$ cat src/rtl/keypad_scanner.sv
// 4x4 matrix keypad scanner: walks the columns active-low, debounces one key
// and presents its column/row code with an active-low valid strobe.
//
// state    | meaning
// SCAN     | stepping through columns, looking for any low row
// DEBOUNCE | column frozen, counting consecutive ticks with the candidate row low
// HOLD     | key accepted, codes valid, waiting for the row to go high
// RELEASE  | counting consecutive ticks with the held row high
module keypad_scanner #(
  parameter int SCAN_DIV   = 27000,
  parameter int DEBOUNCE_N = 10
) (
  input  logic       clk,
  input  logic       rst,
  input  logic [3:0] fila_i,
  output logic [3:0] columna_o,
  output logic [1:0] dato_codc_o,
  output logic [1:0] dato_codf_o,
  output logic       dato_listo_o,
  output logic       tecla_pulso_o
);

  localparam int TW = $clog2(SCAN_DIV);
  localparam int DW = $clog2(DEBOUNCE_N + 1);
  localparam logic [TW-1:0] TICK_LAST = TW'(SCAN_DIV - 1);
  localparam logic [DW-1:0] DB_LAST   = DW'(DEBOUNCE_N);
  localparam logic [DW-1:0] DB_ONE    = DW'(1);

  typedef enum logic [1:0] {SCAN, DEBOUNCE, HOLD, RELEASE} state_t;

  state_t        state;
  logic [3:0]    sync_1, fs;
  logic [TW-1:0] tick_cnt;
  logic          tick;
  logic [DW-1:0] db_cnt, db_next;
  logic          db_done, db_first_done;
  logic [1:0]    col_idx, cand_col, cand_row, row_code;
  logic          hit, cand_low;

  always_ff @(posedge clk) begin
    if (!rst) begin
      sync_1 <= 4'b1111;
      fs     <= 4'b1111;
    end else begin
      sync_1 <= fila_i;
      fs     <= sync_1;
    end
  end

  assign tick = (tick_cnt == TICK_LAST);

  always_ff @(posedge clk) begin
    if (!rst)      tick_cnt <= '0;
    else if (tick) tick_cnt <= '0;
    else           tick_cnt <= tick_cnt + TW'(1);
  end

  // Lowest-numbered low row wins when several rows are pulled down.
  always_comb begin
    row_code = 2'd0;
    for (int i = 3; i >= 0; i--) begin
      if (!fs[i]) row_code = 2'(i);
    end
  end

  assign hit           = ~&fs;
  assign cand_low      = ~fs[cand_row];
  assign db_next       = db_cnt + DB_ONE;
  assign db_done       = (db_next == DB_LAST);
  assign db_first_done = (DB_ONE == DB_LAST);

  always_ff @(posedge clk) begin
    if (!rst) begin
      state         <= SCAN;
      col_idx       <= 2'd0;
      columna_o     <= 4'b1110;
      cand_col      <= 2'd0;
      cand_row      <= 2'd0;
      db_cnt        <= '0;
      dato_codc_o   <= 2'd0;
      dato_codf_o   <= 2'd0;
      dato_listo_o  <= 1'b1;
      tecla_pulso_o <= 1'b0;
    end else begin
      tecla_pulso_o <= 1'b0;
      if (tick) begin
        unique case (state)
          SCAN: begin
            if (hit) begin
              cand_col <= col_idx;
              cand_row <= row_code;
              if (db_first_done) begin
                state         <= HOLD;
                db_cnt        <= '0;
                dato_codc_o   <= col_idx;
                dato_codf_o   <= row_code;
                dato_listo_o  <= 1'b0;
                tecla_pulso_o <= 1'b1;
              end else begin
                state  <= DEBOUNCE;
                db_cnt <= DB_ONE;
              end
            end else begin
              col_idx   <= col_idx + 2'd1;
              columna_o <= {columna_o[2:0], columna_o[3]};
            end
          end
          DEBOUNCE: begin
            if (hit && row_code == cand_row) begin
              if (db_done) begin
                state         <= HOLD;
                db_cnt        <= '0;
                dato_codc_o   <= cand_col;
                dato_codf_o   <= cand_row;
                dato_listo_o  <= 1'b0;
                tecla_pulso_o <= 1'b1;
              end else begin
                db_cnt <= db_next;
              end
            end else begin
              state     <= SCAN;
              db_cnt    <= '0;
              col_idx   <= col_idx + 2'd1;
              columna_o <= {columna_o[2:0], columna_o[3]};
            end
          end
          HOLD: begin
            if (!cand_low) begin
              if (db_first_done) begin
                state        <= SCAN;
                db_cnt       <= '0;
                dato_listo_o <= 1'b1;
                col_idx      <= col_idx + 2'd1;
                columna_o    <= {columna_o[2:0], columna_o[3]};
              end else begin
                state  <= RELEASE;
                db_cnt <= DB_ONE;
              end
            end
          end
          RELEASE: begin
            if (!cand_low) begin
              if (db_done) begin
                state        <= SCAN;
                db_cnt       <= '0;
                dato_listo_o <= 1'b1;
                col_idx      <= col_idx + 2'd1;
                columna_o    <= {columna_o[2:0], columna_o[3]};
              end else begin
                db_cnt <= db_next;
              end
            end else begin
              state  <= HOLD;
              db_cnt <= '0;
            end
          end
          default: state <= SCAN;
        endcase
      end
    end
  end

endmodule
$ cat config.mk
export PLATFORM = sky130hd
export DESIGN_NAME = keypad_scanner
export DESIGN_NICKNAME = d
export VERILOG_FILES = /design/src/rtl/keypad_scanner.sv
export SDC_FILE = /design/constraint.sdc
export NUM_CORES = 1
export LEC_CHECK = 0
export CORE_ASPECT_RATIO = 1.75
export CORE_MARGIN = 5
export CORE_UTILIZATION = 35
export CTS_BUF_LIST = sky130_fd_sc_hd__clkbuf_4
export CTS_CLUSTER_SIZE = 12
export DETAILED_ROUTE_END_ITERATION = 12
export GPL_ROUTABILITY_DRIVEN = 0
export HOLD_SLACK_MARGIN = 0.15
export PLACE_DENSITY = 0.51
export SETUP_SLACK_MARGIN = 0.15
export SLEW_MARGIN = 20
export SYNTH_ARGS = -nofsm -noshare
export SYNTH_HDL_FRONTEND = slang
export SYNTH_SLANG_ARGS = --single-unit
$ cat constraint.sdc
create_clock -name clk -period 1.87 [get_ports clk]
set_input_delay 0.374 -clock clk [delete_from_list [all_inputs] [get_ports clk]]
set_output_delay 0.374 -clock clk [all_outputs]
set_load 0.02 [all_outputs]
# Word-level counts from Yosys, hierarchy flattened

Cells that the tools add are included.
W data, S select, Z words.

Register bits: 45
Input port bits: 6

$add $sub $neg: 3
$lt $le $gt $ge: 1
Equal/unequal tests: 16
Multiplexer cells: 35
Bitwise logic cells: 4
Reductions and logical operators: 13

Operators by type and width:

| operator                | count |
|---|---|
| $mux W4                 | 9 |
| $mux W2                 | 14 |
| $ne A2 B2 Y1 const B    | 8 |
| $pmux W4 S4             | 1 |
| $add A15 B1 Y15 const B | 1 |
| $eq A15 B15 Y1 const B  | 1 |
| $pmux W4 S3             | 1 |
| $reduce_and A4 Y1       | 3 |
| $reduce_and A6 Y1       | 2 |
| $pmux W2 S4             | 1 |
| $mux W1                 | 6 |
| $ne A3 B3 Y1 const B    | 2 |
| $pmux W2 S3             | 1 |
| $reduce_and A3 Y1       | 2 |
| $reduce_and A5 Y1       | 1 |
| $add A4 B1 Y4 const B   | 1 |
| $eq A2 B2 Y1 const B    | 2 |
| $eq A4 B4 Y1 const B    | 1 |
| $not A1 Y1              | 4 |
| $reduce_or A2 Y1        | 2 |
| $lt A2 B3 Y1 const B    | 1 |
| $add A2 B1 Y2 const B   | 1 |
| $bmux W1 S2             | 1 |
| $eq A2 B1 Y1 const B    | 1 |
| 5 further kinds         | 5 |

# Logic depth before layout (Yosys ltp)

Depth in word-level cells: 8
Gate-level depth with buffers: 7
Gate-level depth less buffers: 6

# Worst setup path after synthesis

No wires, ideal clock.

Path kind: reg-to-reg
From: register tick_cnt[0]
To: register db_cnt[1]
Data arrival time: 1.964 ns
Data required time: 1.800 ns
Slack: -0.165 ns
Stages on the path, launching flop included: 8
Buffers on the path: 1
Cells stage by stage: dfxtp_1 > ha_1 > and4b_1 > nand4_2 > or3_1 > buf_2 > or4_1 > a21oi_1

Longest elaborated chain between the ends: 2

RTL lines:

| what                        | RTL line | RTL |
|---|---|---|
| start, declared             | 33       | `logic [TW-1:0] tick_cnt;` |
| start signal, assigned      | 55       | `else tick_cnt <= tick_cnt + TW'(1);` |
| $eq A15 B15 Y1              | 50       | `assign tick = (tick_cnt == TICK_LAST);` |
| $reduce_and A3 Y1 (no line) | n/a      |  |
| end signal, assigned        | 118      | `db_cnt <= db_next;` |
| end signal, assigned        | 150      | `db_cnt <= db_next;` |
| end, declared               | 35       | `logic [DW-1:0] db_cnt, db_next;` |

No other way between the ends.
A chain may end at the register's enable or synchronous reset.

# Worst setup path after layout

From: register tick_cnt[1]
To: register db_cnt[1]

The elaborated chain is that of the path after synthesis.

==> results.md <==
| Stage | Result | This run |
|:---|:---|:---|
| timing | Unrepaired setup endpoints after global routing | yes |
| worst setup path | WP data required | 2170 ps |
| cts | Clock latency on the worst-skew pair | 360 ps |
| global routing | Vias in the first global route | 2032 |
| timing | Clock skew after layout | 13.8 ps |
| yosys | Synthesis warning total | 0 |
| drt | Routed Antenna Nets | 0 |
| final layout | Multi-input logic area | 0.00145 mm^2 |
| drt | Routed wire per std cell | 15.1 um |
| floorplan | I/O pin total | 16 |
| worst setup path | List of cells traversed by the critical path | ha_4 -> and4b_1 -> nand4_2 -> or3_4 -> or4_1 -> a21oi_1 |
| placed design | Port Buffer Count | 15 |
| timing | Setup slack of the critical path after layout | 4.76 ps |
| cts | CTS Hold Bufs | 0 |
| timing | Final sum of negative setup slack | 0 ps |
| final layout | Post-layout utilization of the core | 50.6% |
| worst setup path | Critical Path Max Stage Delay | 420 ps |
| min path | Cell depth of the worst min-delay path | 1 |
| final layout | Commonest non-fill, non-tap cell in the layout | buf_4 |
| timing | Count of final max-slew check failures | 0 |
| pwr | Overall power after layout | 1840 uW |
| timing | Fmax achieved | 536 MHz |
| cts | Maximum buffer depth of the clock tree | 2 |
| min path | Class of the tightest hold or removal check | reg2reg |
| floorplan | DIE WIDTH | 69.7 um |
| yosys | Syn Area/Cell | 9.06 um^2 |
| drt | Length of the first detailed-routing pass in iterations | 4 |
| global routing | Total global routing overflow | 0 |
| cts | Inserted Clock Buffers | 5 |
| final layout | Number of inserted filler cells in the final layout | 602 |
| yosys | Portion of the post-synthesis area used by sequential elements | 41.2% |
| drt | Routed wire length | 5720 um |
| yosys | Number of distinct standard cells referenced by the synthesized netlist | 55 |
| worst setup path | Buf+Inv Stages, Crit Path | 0 |
| timing | Final critical path time including I/O delays and setup | 1870 ps |
| floorplan | Effective utilization at floorplan | 35.6% |
| global routing | Global-route wire length before repair | 9460 um |
| yosys | Main synth FF type | dfxtp_1 |
| yosys | Post-synthesis sequential element count | 45 |
| timing | Final hold viol count | 0 |
| floorplan | Die extent in y | 115 um |
| min path | Worst hold endpoint | fs[1]$_SDFF_PN1_ |
| pwr | Leak Pwr | 0.00115 uW |
| drt | Drt first-iter violations | 60 |
| yosys | Syn nets | 250 |
| placed design | Post-place setup slack | -51.6 ps |
| floorplan | Number of cell rows | 38 |
| final layout | Commonest cells after routing, fill and taps aside | buf_4, dfxtp_1, nor2_1 |
| yosys | Ys async rst share | 0% |
| final layout | Antenna diode count | 0 |
| timing | Transition time at the pin with the least slew margin | 408 ps |
| global routing | Total global-route track usage | 14.7% |
| run | Max-cap check violation count | 0 |
| cts | Clock transition time at the flip-flop clock pins of the worst setup and hold paths | 140 ps |
| cts | Max H-tree Level | 2 |
| worst setup path | Worst Setup End Kind | register |
| cts | Count of clock tree sinks | 45 |
| min path | Worst min-delay path startpoint | sync_1[1]$_SDFF_PN1_ |
| floorplan | Die area | 0.00798 mm^2 |
| global routing | Maximum number of pins on one net before global-route repair | 20 |
| worst setup path | Register-to-register path setup slack | 5 ps |
| outcome | Run status | finished clean |
| cts | TritonCTS clock tree | yes |
| cts | Master cell of the clock root buffer | clkbuf_4 |
| timing | # setup viols final | 0 |
| final layout | Area grow syn2layout | 42.0% |
| drt | Vias after detailed routing | 1970 |
| yosys | Cell count after synthesis | 241 |
| worst setup path | Critical path class | reg2reg |
| drt | Vias per cell | 5.18 |
| placed design | Post-detailed-placement half-perimeter wirelength | 4030 um |
| floorplan | Core Box Area | 0.00613 mm^2 |
| global routing | Antenna violations before repair | 0 |
| final layout | Seq. cell area | 931 um^2 |
| worst setup path | Capturing point of the worst reg2reg path | db_cnt[1]$_SDFFE_PN0P_ |
| yosys | Number of flops mapped to enable cells by yosys | 0 |
| worst setup path | Signal arrival time at the worst endpoint | 2160 ps |
| drt | DRC violations left | 0 |
| worst setup path | Crit path max-delay family | simple AND/OR/NAND/NOR gates |
| pwr | Highest ir drop seen on vdd | 481 uV |
| final layout | Share of layout cells above drive strength 1 | 34.3% |
| timing | Share of the clock period used by the worst path | 99.7% |
| worst setup path | Maximum fanout count along the critical path | 5 |
| worst setup path | Slowest cell on the critical path | or4_1 |
| timing | Relative max-transition margin | 72.7% |
| pwr | Power Density | 592 mW/mm^2 |
| yosys | Post-synthesis instance area | 0.00218 mm^2 |
| final layout | Net total in the final layout | 308 |
| worst setup path | Worst Setup Start Kind | register |
| worst setup path | Depth of the most critical reg-to-reg path | 6 |
| worst setup path | FF-to-FF Start | tick_cnt[1]$_SDFF_PP0_ |
## per-layer routing
metal | global-route usage (%) | part of all wire [%]
met4 | 5.50 | 1.7
met5 | 0 | 0
met3 | 1.85 | 1.5
met1 | 14.4 | 39
met2 | 30.5 | 58
## timing repair
| action | in CTS | in global routing |
|---|---|---|
| resized for setup | 46 | 10 |
| gates cloned | 2 | 0 |
| setup endpoints to repair | 44 | 39 |
| pin swaps | 10 | 10 |
| setup buffers | 5 | 3 |
## metrics by stage
step	instances	hold WS [ps]	area, um^2
floorplan	241	386	2280
global placement	362	393	2730
detailed placement	362	393	2730
CTS	377	422	3040
global route	380	449	3100
finish	380	418	3100
## worst register-to-register path: cells and delay by family (launching register included)
family / cells / cell delay (ps)
compound gates: 1 / 120
fa+ha+maj: 1 / 140
flops: 1 / 380
simple gates: 4 / 1170
## kinds of logic (layout without fill, tap and decap cells)
group / count (synthesis) / in the layout / share of synthesized area, %
compound gates: 40 / 40 / 13.0
xor+xnor: 14 / 14 / 5.61
fa+ha+maj: 3 / 3 / 1.72
buf+inv: 17 / 74 / 3.49
flops: 45 / 45 / 41.2
mux: 9 / 9 / 4.70
simple gates: 113 / 115 / 30.2
## power by group
part	internal, uW	total (uW)	switching, uW
logic	59.2	119	59.3
clock network	414	738	324
registers	967	980	12.8
## registers in the layout, summed over array words and instances, names as in the netlist, 4 cells and up
name       count
tick_cnt      15
db_cnt         4
columna_o      4
sync_1         4
fs             4
## how the worst max path moves through the flow
| stage | cells past startpoint | from | endpoint | slack, ps |
|---|---|---|---|---|
| floorplan | 7 | tick_cnt[0]$_SDFF_PP0_ | db_cnt[1]$_SDFFE_PN0P_ | 40 |
| global placement | 6 | tick_cnt[1]$_SDFF_PP0_ | db_cnt[1]$_SDFFE_PN0P_ | -80 |
| detailed placement | 6 | tick_cnt[1]$_SDFF_PP0_ | db_cnt[1]$_SDFFE_PN0P_ | -50 |
| CTS | 6 | tick_cnt[1]$_SDFF_PP0_ | db_cnt[1]$_SDFFE_PN0P_ | -0.4 |
| global route | 6 | tick_cnt[7]$_SDFF_PP0_ | dato_codf_o[0]$_SDFFE_PN0P_ | -80 |
| finish | 6 | tick_cnt[1]$_SDFF_PP0_ | db_cnt[1]$_SDFFE_PN0P_ | 5 |
## cell type report
cell class	count	area share [%]
Clock buffer	5	1.21
Clock inverter	3	2.10
Inverter	6	0.726
Multi-Input combinational cell	181	46.7
Sequential cell	45	30.0
Tap cell	80	3.23
Timing Repair Buffer	60	16.1
## synth_stat cells (2+ instances only)
| master | number | area, um^2 |
|---|---|---|
| a21oi_1 | 11 | 55.1 |
| nor4_1 | 4 | 25.0 |
| ha_1 | 3 | 37.5 |
| xnor2_1 | 3 | 26.3 |
| nand2_1 | 20 | 75.1 |
| inv_1 | 5 | 18.8 |
| a211o_1 | 4 | 35.0 |
| and3_1 | 3 | 18.8 |
| and4_1 | 2 | 17.5 |
| nor2_1 | 26 | 97.6 |
| o31ai_1 | 4 | 30.0 |
| and2_1 | 3 | 18.8 |
| nand4b_1 | 3 | 26.3 |
| mux2i_1 | 8 | 80.1 |
| and4bb_1 | 2 | 25.0 |
| xor2_1 | 11 | 96.3 |
| buf_4 | 2 | 15.0 |
| o21ai_0 | 5 | 25.0 |
| o21ai_1 | 4 | 20.0 |
| nor3b_1 | 2 | 15.0 |
| nand4_1 | 9 | 56.3 |
| dfxtp_1 | 45 | 901 |
| or4_1 | 2 | 15.0 |
| nand3_1 | 7 | 35.0 |
| clkbuf_1 | 4 | 15.0 |
| nand2b_1 | 10 | 62.6 |
| nor3_1 | 5 | 25.0 |
| nand3b_1 | 3 | 22.5 |
| buf_2 | 4 | 20.0 |
| and4b_1 | 2 | 20.0 |
(Power assumes the default switching activity.)
